## config.mk

```make
export PLATFORM = sky130hd
export DESIGN_NAME = multi_operand_pipe_adder
export DESIGN_NICKNAME = d
export VERILOG_FILES = /design/src/rtl/multi_add_pkg.sv /design/src/rtl/cla_add.sv /design/src/rtl/multi_operand_pipe_adder.sv
export SDC_FILE = /design/constraint.sdc
export NUM_CORES = 1
export LEC_CHECK = 0
export ABC_AREA = 1
export BUFFER_PORTS_ARGS = -buffer_cell sky130_fd_sc_hd__buf_2
export CAP_MARGIN = 20
export CORE_ASPECT_RATIO = 1.25
export CORE_MARGIN = 2
export CORE_UTILIZATION = 60
export DETAILED_ROUTE_END_ITERATION = 8
export MAX_ROUTING_LAYER = met4
export PLACE_DENSITY = 0.86
export REMOVE_ABC_BUFFERS = 1
export SLEW_MARGIN = 20
export SYNTH_ARGS = -nofsm -noshare
export SYNTH_HDL_FRONTEND = slang
export SYNTH_SLANG_ARGS = --single-unit
```

## constraint.sdc

```tcl
create_clock -name clk -period 2.35 [get_ports clk]
set_input_delay 0.3525 -clock clk [delete_from_list [all_inputs] [get_ports clk]]
set_output_delay 0.3525 -clock clk [all_outputs]
set_load 0.005 [all_outputs]
```

## src/rtl/multi_add_pkg.sv

```systemverilog
// Shared elaboration helpers for the pipelined multi-operand adder.
package multi_add_pkg;

    function automatic int unsigned clog2_f(input int unsigned n);
        int unsigned r = 0;
        for (int i = 0; i < 32; i++) begin
            if ((64'd1 << i) < 64'(n)) r = unsigned'(i + 1);
        end
        return r;
    endfunction

    // Result width: one bit per tree level, plus one more if an all-max set with carry-in overflows.
    function automatic int unsigned sum_w(input int unsigned width, input int unsigned num_in);
        int unsigned     w     = width + clog2_f(num_in);
        longint unsigned bound = 64'(num_in) * ((64'd1 << width) - 64'd1) + 64'd1;
        if (bound >= (64'd1 << w)) w = w + 1;
        return w;
    endfunction

endpackage

```

## src/rtl/cla_add.sv

```systemverilog
// Combinational W-bit carry-lookahead adder with Kogge-Stone prefix carries and carry-out.
module cla_add #(
    parameter int unsigned W = 8
) (
    input  logic [W-1:0] a,
    input  logic [W-1:0] b,
    input  logic         cin,
    output logic [W:0]   sum
);

    logic [W-1:0] gg;
    logic [W-1:0] pp;
    logic [W:0]   c;

    always_comb begin
        gg = a & b;
        pp = a | b;
        // Descending i keeps the lower-index operands at their previous-round values.
        for (int d = 1; d < int'(W); d = d * 2) begin
            for (int i = int'(W) - 1; i >= d; i--) begin
                gg[i] = gg[i] | (pp[i] & gg[i-d]);
                pp[i] = pp[i] & pp[i-d];
            end
        end
        c[0] = cin;
        for (int i = 0; i < int'(W); i++) begin
            c[i+1] = gg[i] | (pp[i] & cin);
        end
        sum = {c[W], (a ^ b) ^ c[W-1:0]};
    end

endmodule

```

## src/rtl/multi_operand_pipe_adder.sv

```systemverilog
// Pipelined adder tree: NUM_IN operands plus carry-in, one register stage per tree level,
// valid/ready on both sides with a combinational ready chain.
module multi_operand_pipe_adder
    import multi_add_pkg::*;
#(
    parameter  int unsigned WIDTH  = 6,
    parameter  int unsigned NUM_IN = 4,
    parameter  int unsigned SIGNED = 0,
    localparam int unsigned LEVELS = clog2_f(NUM_IN),
    localparam int unsigned SUM_W  = sum_w(WIDTH, NUM_IN)
) (
    input  logic                    clk,
    input  logic                    rst_n,
    input  logic                    in_valid,
    output logic                    in_ready,
    input  logic [NUM_IN*WIDTH-1:0] in_data,
    input  logic                    in_cin,
    output logic                    out_valid,
    input  logic                    out_ready,
    output logic [SUM_W-1:0]        out_sum
);

    localparam int unsigned LEAVES = 1 << LEVELS;

    if (WIDTH < 2 || NUM_IN < 2) begin : g_param_check
        $error("multi_operand_pipe_adder: WIDTH and NUM_IN must both be >= 2");
    end

    logic [SUM_W-1:0] leaf   [LEAVES];
    // Heap layout: node 1 is the root, children of node n are 2n and 2n+1.
    logic [SUM_W-1:0] node_q [1:LEAVES-1];
    logic [LEVELS:1]  valid_q;
    logic [LEVELS:1]  up_valid;
    logic             ready  [1:LEVELS+1];

    for (genvar i = 0; i < LEAVES; i++) begin : g_leaf
        if (i < NUM_IN) begin : g_op
            assign leaf[i] = {{(SUM_W - WIDTH){(SIGNED != 0) && in_data[i*WIDTH + WIDTH - 1]}},
                              in_data[i*WIDTH +: WIDTH]};
        end else begin : g_pad
            assign leaf[i] = '0;
        end
    end

    always_comb begin
        up_valid[1] = in_valid;
        for (int k = 2; k <= int'(LEVELS); k++) begin
            up_valid[k] = valid_q[k-1];
        end
    end

    always_comb begin
        ready[LEVELS+1] = out_ready;
        for (int k = int'(LEVELS); k >= 1; k--) begin
            ready[k] = !valid_q[k] || ready[k+1];
        end
    end

    always_ff @(posedge clk or negedge rst_n) begin
        if (!rst_n) begin
            valid_q <= '0;
        end else begin
            for (int k = 1; k <= int'(LEVELS); k++) begin
                if (ready[k]) valid_q[k] <= up_valid[k];
            end
        end
    end

    for (genvar n = 1; n < LEAVES; n++) begin : g_node
        localparam int unsigned STG = LEVELS + 1 - clog2_f(n + 1);

        logic [SUM_W-1:0] a;
        logic [SUM_W-1:0] b;
        logic             cin;
        logic [SUM_W:0]   s;
        logic [SUM_W-1:0] q;
        logic             unused_cout;

        if (2 * n >= LEAVES) begin : g_from_leaf
            assign a = leaf[2*n - LEAVES];
            assign b = leaf[2*n + 1 - LEAVES];
        end else begin : g_from_node
            assign a = node_q[2*n];
            assign b = node_q[2*n + 1];
        end

        // Carry-in joins only at the level-1 adder of operands 0 and 1.
        assign cin = (n == LEAVES / 2) ? in_cin : 1'b0;

        cla_add #(.W(SUM_W)) u_add (
            .a   (a),
            .b   (b),
            .cin (cin),
            .sum (s)
        );

        assign unused_cout = s[SUM_W];

        always_ff @(posedge clk or negedge rst_n) begin
            if (!rst_n) begin
                q <= '0;
            end else if (ready[STG] && up_valid[STG]) begin
                q <= s[SUM_W-1:0];
            end
        end

        assign node_q[n] = q;
    end

    assign in_ready  = ready[1];
    assign out_valid = valid_q[LEVELS];
    assign out_sum   = node_q[1];

endmodule
```

==> metrics.md, run 1 <==
| Metric | Value |
|---|---|
| Final Core Density | `70.8%` |
| Fin. max-slew vios | `0` |
| Detailed Route Iter0 Violations | `40` |
| Total number of vias | `roughly 1700` |
| Layout Nets | `369` |
| Synth cell types | `21` |
| Gr usage total | `just over 20%` |
| Worst skew pair latency | `260 ps` |
| Area Growth Syn to Fin | `12.7%` |
| Synth area leaders | `dfrtp_1 30%, ha_1 22%, nand2_1 11%` |
| Overflow after GRT | `0` |
| R2r setup slk | `approximately 750 ps` |
| CTS sink count | `24` |
| Skew final | `between 0.8 and 0.9 ps` |
| Post-Synth Adder-Cell Area | `between 20% and 30%` |
| CTS H-tree lvls | `1` |
| IO buf count | `38` |
| Post-synth EDFFs | `0` |
| Compound-Gate Fraction of Synth Area | `6.79%` |
| Crit Path Category | `register to register` |
| Die X | `approximately 56 um` |
| RR Endpoint | `out_sum[6]` |
| Outcome | `finished, final reports clean` |
| CTS tree | `built` |
| Fill count | `approximately 300` |
| Post-synthesis sequential area ratio | `between 20% and 30%` |
| Gpl congestion | `between 0.8 and 0.9` |
| Post-CTS Setup Bufs | `0` |
| Max Clock Freq | `around 0.63 GHz` |
| Seq cells post-synth | `24` |
| Mux cell area share after synthesis | `0%` |
| Count leader, synth | `nand2_1` |
| Yosys top cell area share | `29.6%` |
| Drt pass-1 iters | `4` |
| Ys async rst share | `100%` |
| Slew HR | `around 67%` |
| Mapped Area | `approximately 2000 um2` |
| DIE AREA | `a little under 4000 um2` |
| Setup TNS | `0 ps` |
| Share of layout cells above drive strength 1 | `between 15 and 20%` |
| Max FO, Critical Path | `3` |
| Syn avg cell area | `7.76 um2` |
| Total power | `roughly 1.5 mW` |
| Via density | `between 4 and 5` |
| Starting Density | `a little over three fifths` |
| Primary FF master, synth | `dfrtp_1` |
| Pwr Density | `around 660 nW/um2` |
| Critical path capture point type | `register` |
| Number of global-route vias before repair | `~1600` |
| Max-cap violation count | `0` |
| Top cell type by total area after synthesis | `dfrtp_1` |
| Post-detailed-route count of antenna-violating nets | `0` |
| XOR/XNOR Fraction of Synth Area | `3.89%` |
| Gate Count Post-Synth | `between 200 and 300` |
| Slew @ Worst Pin | `495 ps` |
| Clk root buf | `clkbuf_8` |
| Core outline area | `3220 um2` |
| # rows | `23` |
| Dpl cell area | `about 2200 um2` |
| Clock buffer depth | `2` |
| Number of remaining DRC errors | `0` |
| CTS Hold Bufs | `0` |
| Reg clk slew, reported paths | `~80 ps` |
| RSZ-0062 raised after global routing | `no` |
| Worst min path class | `input port to asynchronous set/reset pin` |
| Dpl hpwl | `between 2000 and 3000 um` |
| Ant. Diodes | `0` |
| First-pass GRT wire length | `6150 um` |
| Crit path DAT | `1760 ps` |
| Maximum VDD drop | `496 uV` |
| Final wirelength | `between 3000 and 4000 um` |
| Most frequent cells after synthesis | `61 x nand2_1, 58 x inv_1, 36 x ha_1` |
| Post-synthesis simple-gate area fraction | `between 20% and 30%` |
| Final Cycle Share | `67.9%` |
| Die Span Y | `just under 70 um` |
| Leak | `1.35 nW` |
| Routed WL per cell | `between 10 and 15 um` |
| Final setup fails | `0` |
| Reg2reg start | `g_node[1].a[0]` |
| Initial antenna violation count | `0` |
| Final hold vios | `0` |
| FF-to-FF path depth | `8` |
| Post-route minimum period | `1600 ps` |
| Io pins | `39` |
| Largest family of logic cells by synthesized area | `adder cells` |
| CP required | `roughly 2500 ps` |
| Largest net degree at the start of global routing | `25` |
| Critical Path Start Type | `register` |
| # resized after CTS | `0` |
| Synth warn | `0` |
| CTS Buf Count | `3` |
| Cell area after layout | `approximately 2300 um2` |
[through the flow]
| step | setup WS, ps | cells | hold WS [ps] |
|---|---|---|---|
| floorplan | 833 | 258 | 56.9 |
| global placement | 787 | 333 | 346 |
| detailed placement | 746 | 333 | 351 |
| CTS | 746 | 337 | 62.1 |
| global route | 615 | 337 | 70.6 |
| finish | 755 | 337 | 44.6 |
[report_power, final]
part / total [mW] / internal [mW] / switching (mW)
combinational: 0.612 / 0.282 / 0.330
clock: 0.270 / 0.149 / 0.121
sequential: 0.616 / 0.536 / 0.0794
total: 1.50 / 0.968 / 0.530
[cell families (layout without fill, tap and decap cells)]
| family | count (synthesis) | after routing |
|---|---|---|
| buffers and inverters | 61 | 100 |
| adders and majority gates | 39 | 39 |
| DFF | 24 | 24 |
| AOI/OAI and AO/OA | 25 | 25 |
| xor gates and xnor gates | 9 | 9 |
| and+or+nand+nor | 103 | 103 |
[cell usage in the layout, fill, tap and decap left out]
cell	count
a22oi_1	1
a211oi_1	1
dfrtp_1	24
nand3_2	1
nand2_4	1
nand3b_1	4
clkbuf_8	4
fa_1	3
buf_2	38
nand2_2	2
a21oi_1	7
xnor2_1	7
xor2_1	2
a21oi_2	2
ha_1	36
o21ai_0	11
o21ai_1	3
nand4_1	4
nand3_1	13
nor2_1	17
inv_1	58
nand2_1	61
[worst max path at each step]
stage	start	endpoint	slack, ps	cells past startpoint
6_report	g_node[1].a[0]	out_sum[6]	750	8
3_3_place_gp	g_node[1].a[0]	out_sum[6]	790	8
4_1_cts	g_node[1].a[0]	out_sum[6]	750	8
5_1_grt	g_node[1].a[0]	out_sum[6]	620	8
3_5_place_dp	in_data[12]	g_node[1].b[4]	750	9
2_1_floorplan	g_node[1].a[0]	out_sum[6]	830	8
[flip-flops by register name, summed over array words and instances (netlist names)]
signal,cells
valid_q,2
out_sum,8
g_node.a,7
g_node.b,7
[critical path, cell delays in order (launching register included)]
cell	delay, ps
dfrtp_1	390
ha_1	230
fa_1	400
nand3_1	100
nand2_1	80
nand2_1	80
nand3b_1	80
nand3_1	80
nand2_1	50
[layout make-up]
type	count	area (um2)	area share, %
Multi-Input combinational cell	176	1170	51.4
Timing Repair Buffer	38	190	8.33
Sequential cell	24	601	26.3
Inverter	58	218	9.53
Clock buffer	4	55.1	2.41
Tap cell	37	46.3	2.03
[per-layer routing]
| layer | global-route usage (%) | part of all wire (%) |
|---|---|---|
| met1 | 19.4 | 41 |
| met2 | 42.2 | 54 |
| met3 | 2.61 | 2.9 |
| met4 | 9.52 | 2.3 |
| met5 | - | 0 |
Power figures use the tool's default switching activity.
==> run 2, diff against run 1 <==
--- a/config.mk
+++ b/config.mk
@@ -10,10 +10,10 @@
 export CAP_MARGIN = 20
 export CORE_ASPECT_RATIO = 1.25
 export CORE_MARGIN = 2
-export CORE_UTILIZATION = 60
+export CORE_UTILIZATION = 56
 export DETAILED_ROUTE_END_ITERATION = 8
 export MAX_ROUTING_LAYER = met4
-export PLACE_DENSITY = 0.86
+export PLACE_DENSITY = 0.81
 export REMOVE_ABC_BUFFERS = 1
 export SLEW_MARGIN = 20
 export SYNTH_ARGS = -nofsm -noshare
==> constraint.sdc (replaced) <==
create_clock -name clk -period 1.5 [get_ports clk]
set_input_delay 0.225 -clock clk [delete_from_list [all_inputs] [get_ports clk]]
set_output_delay 0.225 -clock clk [all_outputs]
set_load 0.005 [all_outputs]
==> metrics.md, run 2 (synthesized netlist as in run 1, its figures left out) <==
| Metric | Value |
|---|---|
| Hold EP | `valid_q[2]` |
| FF-to-FF path depth | `8` |
| Final hold vios | `0` |
| Share of layout cells above drive strength 1 | `20.6%` |
| Clock share of power | `~17%` |
| Placement Setup Slack | `-85.9 ps` |
| CTS sink count | `24` |
| Routed WL per cell | `roughly 10 um` |
| Ant. Diodes | `0` |
| Comb power frac | `about 44%` |
| RR Endpoint | `out_sum[6]` |
| Gpl congestion | `around 0.83` |
| Number of remaining DRC errors | `0` |
| Max reg flops | `8` |
| CP Cell Sequence | `ha_2 > fa_2 > nand3_2 > nand2_2 > nand2_2 > nand3b_1 > nand3_1 > nand2_1` |
| Commonest non-fill, non-tap cell in the layout | `nand2_1` |
| Dpl hpwl | `3020 um` |
| CTS tree | `built` |
| Post-detailed-route count of antenna-violating nets | `0` |
| IO buf count | `38` |
| Final setup fails | `0` |
| CP startpoint | `g_node[1].b[0]` |
| Most frequent CP cell | `nand2_2` |
| Crit Path Category | `register to register` |
| Detailed Route Iter0 Violations | `47` |
| Core outline area | `~3500 um2` |
| NetSw | `approximately 0.9 mW` |
| WP buf/inv | `0` |
| DIE AREA | `4120 um2` |
| CTS H-tree lvls | `1` |
| Most frequent cells in the layout | `59 x nand2_1, 58 x inv_1, 38 x buf_2, 35 x ha_1, 24 x dfrtp_1` |
| Worst hold path cell count | `4` |
| Clock buffer depth | `2` |
| Slowest cell on crit path | `dfrtp_1` |
| RSZ-0062 raised after global routing | `yes` |
| Initial antenna violation count | `0` |
| Crit path DAT | `about 1600 ps` |
| Dpl cell area | `about 2300 um2` |
| Skew final | `about 5.7 ps` |
| Die X | `~58 um` |
| Multi-input gate area in the final layout | `around 1200 um2` |
| Total number of vias | `approximately 1700` |
| Critical Path Start Type | `register` |
| Worst hold start | `out_ready` |
| Outcome | `finished, final reports clean` |
| Cell area after layout | `2390 um2` |
| Leak | `1.41 nW` |
| First-pass GRT wire length | `about 6500 um` |
| CP required | `1660 ps` |
| Number of global-route vias before repair | `roughly 1700` |
| Layout Nets | `between 300 and 400` |
| Reg2reg start | `g_node[1].b[0]` |
| Final Cycle Share | `99.1%` |
| Area Growth Syn to Fin | `18.2%` |
| Max Clock Freq | `between 0.6 and 0.7 GHz` |
| Critical path capture point type | `register` |
| Post-route minimum period | `approximately 1500 ps` |
| Max FO, Critical Path | `2` |
| Slew HR | `65.6%` |
| Maximum VDD drop | `924 uV` |
| Max-cap violation count | `0` |
| Fill count | `about 290` |
| Crit-path leading delay family | `adder cells` |
| Int Power | `roughly 1.6 mW` |
| Switching share of power | `35.7%` |
| Pwr Density | `a little over 1000 nW/um2` |
| Starting Density | `58.2%` |
| Final wirelength | `~3700 um` |
| Reg area | `~600 um2` |
| Die Span Y | `around 70 um` |
| Worst skew pair latency | `~260 ps` |
| # rows | `24` |
| Via density | `about 4.9` |
| Slew @ Worst Pin | `roughly 520 ps` |
| Reg clk slew, reported paths | `about 80 ps` |
| Largest net degree at the start of global routing | `25` |
| CP max stage delay | `approximately 400 ps` |
| Drt pass-1 iters | `4` |
| Overflow after GRT | `0` |
| Register share of total power | `38.7%` |
| Setup slack after layout | `13.4 ps` |
| CTS Buf Count | `3` |
| Min Hold Slack | `246 ps` |
| R2r setup slk | `roughly 13 ps` |
| Io pins | `39` |
| Worst min path class | `input port to register` |
| Clk root buf | `clkbuf_8` |
| Fin. max-slew vios | `0` |
| Gr usage total | `roughly a fifth` |
==> run 2: timing repair <==
action	CTS	global route
hold buffers	1	0
gates resized for setup	4	3
endpoints found under the hold margin	24	0
pin swaps	1	0
buffers inserted	3	1
setup endpoints to repair	3	2
==> run 2: worst max-delay path by stage <==
stage	endpoint	cells after the start
5_1_grt	out_sum[6]	8
3_5_place_dp	out_sum[6]	8
2_1_floorplan	out_sum[6]	8
4_1_cts	out_sum[6]	8
6_report	out_sum[6]	8
3_3_place_gp	out_sum[6]	8
==> run 2: power groups by stage <==
stage | clock network, mW | registers (mW) | logic [mW]
detailed placement | 0 | 0.979 | 1.02
global route | 0.471 | 0.990 | 1.27
CTS | 0.436 | 0.969 | 1.07
global placement | 0 | 0.968 | 0.990
floorplan | 0 | 0.974 | 0.658
finish | 0.426 | 0.962 | 1.10
==> run 2: tightest hold or removal path, stage by stage <==
cell,delay [ps]
buf_2,70
inv_1,50
nand2_1,70
nand2_1,60
==> run 2: layout make-up <==
type	instances	share of cell area [%]
Clock buffer	4	2.30
Inverter	58	9.10
Multi-Input combinational cell	176	50.0
Sequential cell	24	25.1
Tap cell	39	2.04
Timing Repair Buffer	49	11.5
==> run 2: stage by stage <==
stage	util, %	cells	total power, mW	setup TNS [ps]
floorplan	-	258	1.63	-16.6
global placement	65.3	341	1.96	-47.4
detailed placement	65.3	341	2.00	-130
CTS	68.2	349	2.48	0
global route	68.7	350	2.73	-122
finish	68.7	350	2.49	0
==> run 2: metal layers <==
metal / GRT usage, % / share of wire [%] / vias up
met1: 20.4 / 41 / 775
met5: - / 0 / -
met3: 1.99 / 3.2 / 8
met2: 39.1 / 54 / 36
met4: 8.79 / 1.9 / 0
li1: - / - / 899
==> run 3, diff against run 2 <==
--- a/config.mk
+++ b/config.mk
@@ -8,13 +8,16 @@
 export ABC_AREA = 1
 export BUFFER_PORTS_ARGS = -buffer_cell sky130_fd_sc_hd__buf_2
 export CAP_MARGIN = 20
+export CELL_PAD_IN_SITES_DETAIL_PLACEMENT = 1
+export CELL_PAD_IN_SITES_GLOBAL_PLACEMENT = 1
 export CORE_ASPECT_RATIO = 1.25
 export CORE_MARGIN = 2
-export CORE_UTILIZATION = 56
+export CORE_UTILIZATION = 40
 export DETAILED_ROUTE_END_ITERATION = 8
 export MAX_ROUTING_LAYER = met4
-export PLACE_DENSITY = 0.81
+export PLACE_DENSITY_LB_ADDON = 0.1
 export REMOVE_ABC_BUFFERS = 1
+export SETUP_SLACK_MARGIN = 0.02
 export SLEW_MARGIN = 20
 export SYNTH_ARGS = -nofsm -noshare
 export SYNTH_HDL_FRONTEND = slang
==> metrics.md, run 3 (synthesized netlist as in run 1, its figures left out) <==
| Metric | Value |
|---|---|
| Outcome | `finished, final reports clean` |
| Final Cycle Share | `a little over nine tenths` |
| Max-cap violation count | `0` |
| Dpl hpwl | `3590 um` |
| Clock buffer depth | `2` |
| IO buf count | `38` |
| RSZ-0062 raised after global routing | `yes` |
| Initial antenna violation count | `0` |
| Overflow after GRT | `0` |
| Critical Path Start Type | `register` |
| Post-detailed-route count of antenna-violating nets | `0` |
| Drt pass-1 iters | `4` |
| Fin. max-slew vios | `0` |
| Io pins | `39` |
| Number of global-route vias before repair | `~1800` |
| Gpl congestion | `0.785` |
| Slowest cell on crit path | `dfrtp_1` |
| Reg2reg start | `g_node[1].a[0]` |
| Pwr Density | `1050 nW/um2` |
| Crit-path leading delay family | `adder cells` |
| Post-route minimum period | `around 1500 ps` |
| Starting Density | `a little over two fifths` |
| Most frequent cells in the layout | `59 x nand2_1, 57 x inv_1, 38 x buf_2, 35 x ha_1, 24 x dfrtp_1` |
| Slew HR | `about 64%` |
| CTS H-tree lvls | `1` |
| CTS sink count | `24` |
| CP required | `1670 ps` |
| Ant. Diodes | `0` |
| DIE AREA | `5650 um2` |
| CP Cell Sequence | `ha_2 > fa_2 > nand3_2 > nand2_2 > nand2_2 > nand3b_1 > nand3_1 > nand2_1` |
| Die Span Y | `approximately 84 um` |
| Share of layout cells above drive strength 1 | `between 20% and 30%` |
| Layout Nets | `~380` |
| Crit path DAT | `1640 ps` |
| Largest net degree at the start of global routing | `25` |
| Slew @ Worst Pin | `about 550 ps` |
| WP buf/inv | `0` |
| Number of remaining DRC errors | `0` |
| Dpl cell area | `2310 um2` |
| Critical path capture point type | `register` |
| CTS Buf Count | `3` |
| Die X | `67.7 um` |
| Max Clock Freq | `0.682 GHz` |
| Via density | `4.68` |
| Worst skew pair latency | `270 ps` |
| # rows | `28` |
| Clk root buf | `clkbuf_8` |
| Max reg flops | `8` |
| Cell area after layout | `2410 um2` |
| Core outline area | `roughly 4800 um2` |
| Total number of vias | `1731` |
| Commonest non-fill, non-tap cell in the layout | `nand2_1` |
| Reg clk slew, reported paths | `~90 ps` |
| Final hold vios | `0` |
| Area Growth Syn to Fin | `19.1%` |
| Worst min path class | `input port to register` |
| Leak | `about 1.4 nW` |
| Worst hold start | `out_ready` |
| Routed WL per cell | `11.5 um` |
| Skew final | `roughly 6.4 ps` |
| Gr usage total | `approximately 17%` |
| Most frequent CP cell | `nand2_2` |
| Detailed Route Iter0 Violations | `approximately 40` |
| Final wirelength | `between 4000 and 5000 um` |
| CP max stage delay | `390 ps` |
| Final setup fails | `0` |
| Crit Path Category | `register to register` |
| CTS tree | `built` |
| Max FO, Critical Path | `2` |
| Maximum VDD drop | `between 300 and 400 uV` |
| First-pass GRT wire length | `about 7400 um` |
| Total power | `2.53 mW` |
| CP startpoint | `g_node[1].a[0]` |
-- run 3: tightest hold or removal path: stages --
cell	delay (ps)
buf_2	70
inv_1	50
nand2_1	80
nand2_1	60
-- run 3: timing repair --
action,in CTS,in global routing
hold buffers,1,0
pin swaps,0,0
hold endpoints to repair,24,0
setup endpoints to repair,3,4
gates resized for setup,5,4
buffers inserted,0,2
-- run 3: cell type report --
type	count	area (um2)
Sequential cell	24	601
Fill cell	622	2390
Timing Repair Buffer	48	268
Inverter	58	218
Multi-Input combinational cell	176	1200
Clock buffer	4	55.1
Tap cell	60	75.1
-- run 3: path summary, 6_finish.rpt --
check / cells past startpoint / slack [ps] / endpoint
worst max-delay path: 8 / 30 / out_sum[6]
worst min-delay path: 4 / 250 / valid_q[2]
worst max register to register: 8 / 30 / out_sum[6]
worst min register to register: 2 / 480 / out_sum[0]
max in group asynchronous: 2 / 670 / g_node[1].b[2]
min in group asynchronous: 2 / 470 / g_node[1].b[5]
-- run 3: where the power goes --
group	internal, mW	total [mW]	switching [mW]
Clock	0.235	0.448	0.214
Combinational	0.528	1.12	0.593
Sequential	0.840	0.957	0.117
-- run 3: metrics by stage --
step	hold slack, ps	setup TNS (ps)	instances	util [%]	setup WS (ps)
after floorplan	-70.6	-16.6	258	-	-16.6
after CTS	242	0	368	49.8	24.8
after detailed placement	245	-109	363	48.1	-89.7
after global placement	235	-51.5	363	48.1	-51.5
final	247	0	370	50.3	34.7
after global routing	293	-39.2	370	50.3	-39.2
-- run 3: per-layer routing --
metal	vias to the layer above	global-route usage, %	share of wire (%)
met5	-	-	0
met4	0	6.68	1.9
met3	5	1.21	2.4
met2	30	31.3	52
met1	805	18.1	43
li1	891	-	-
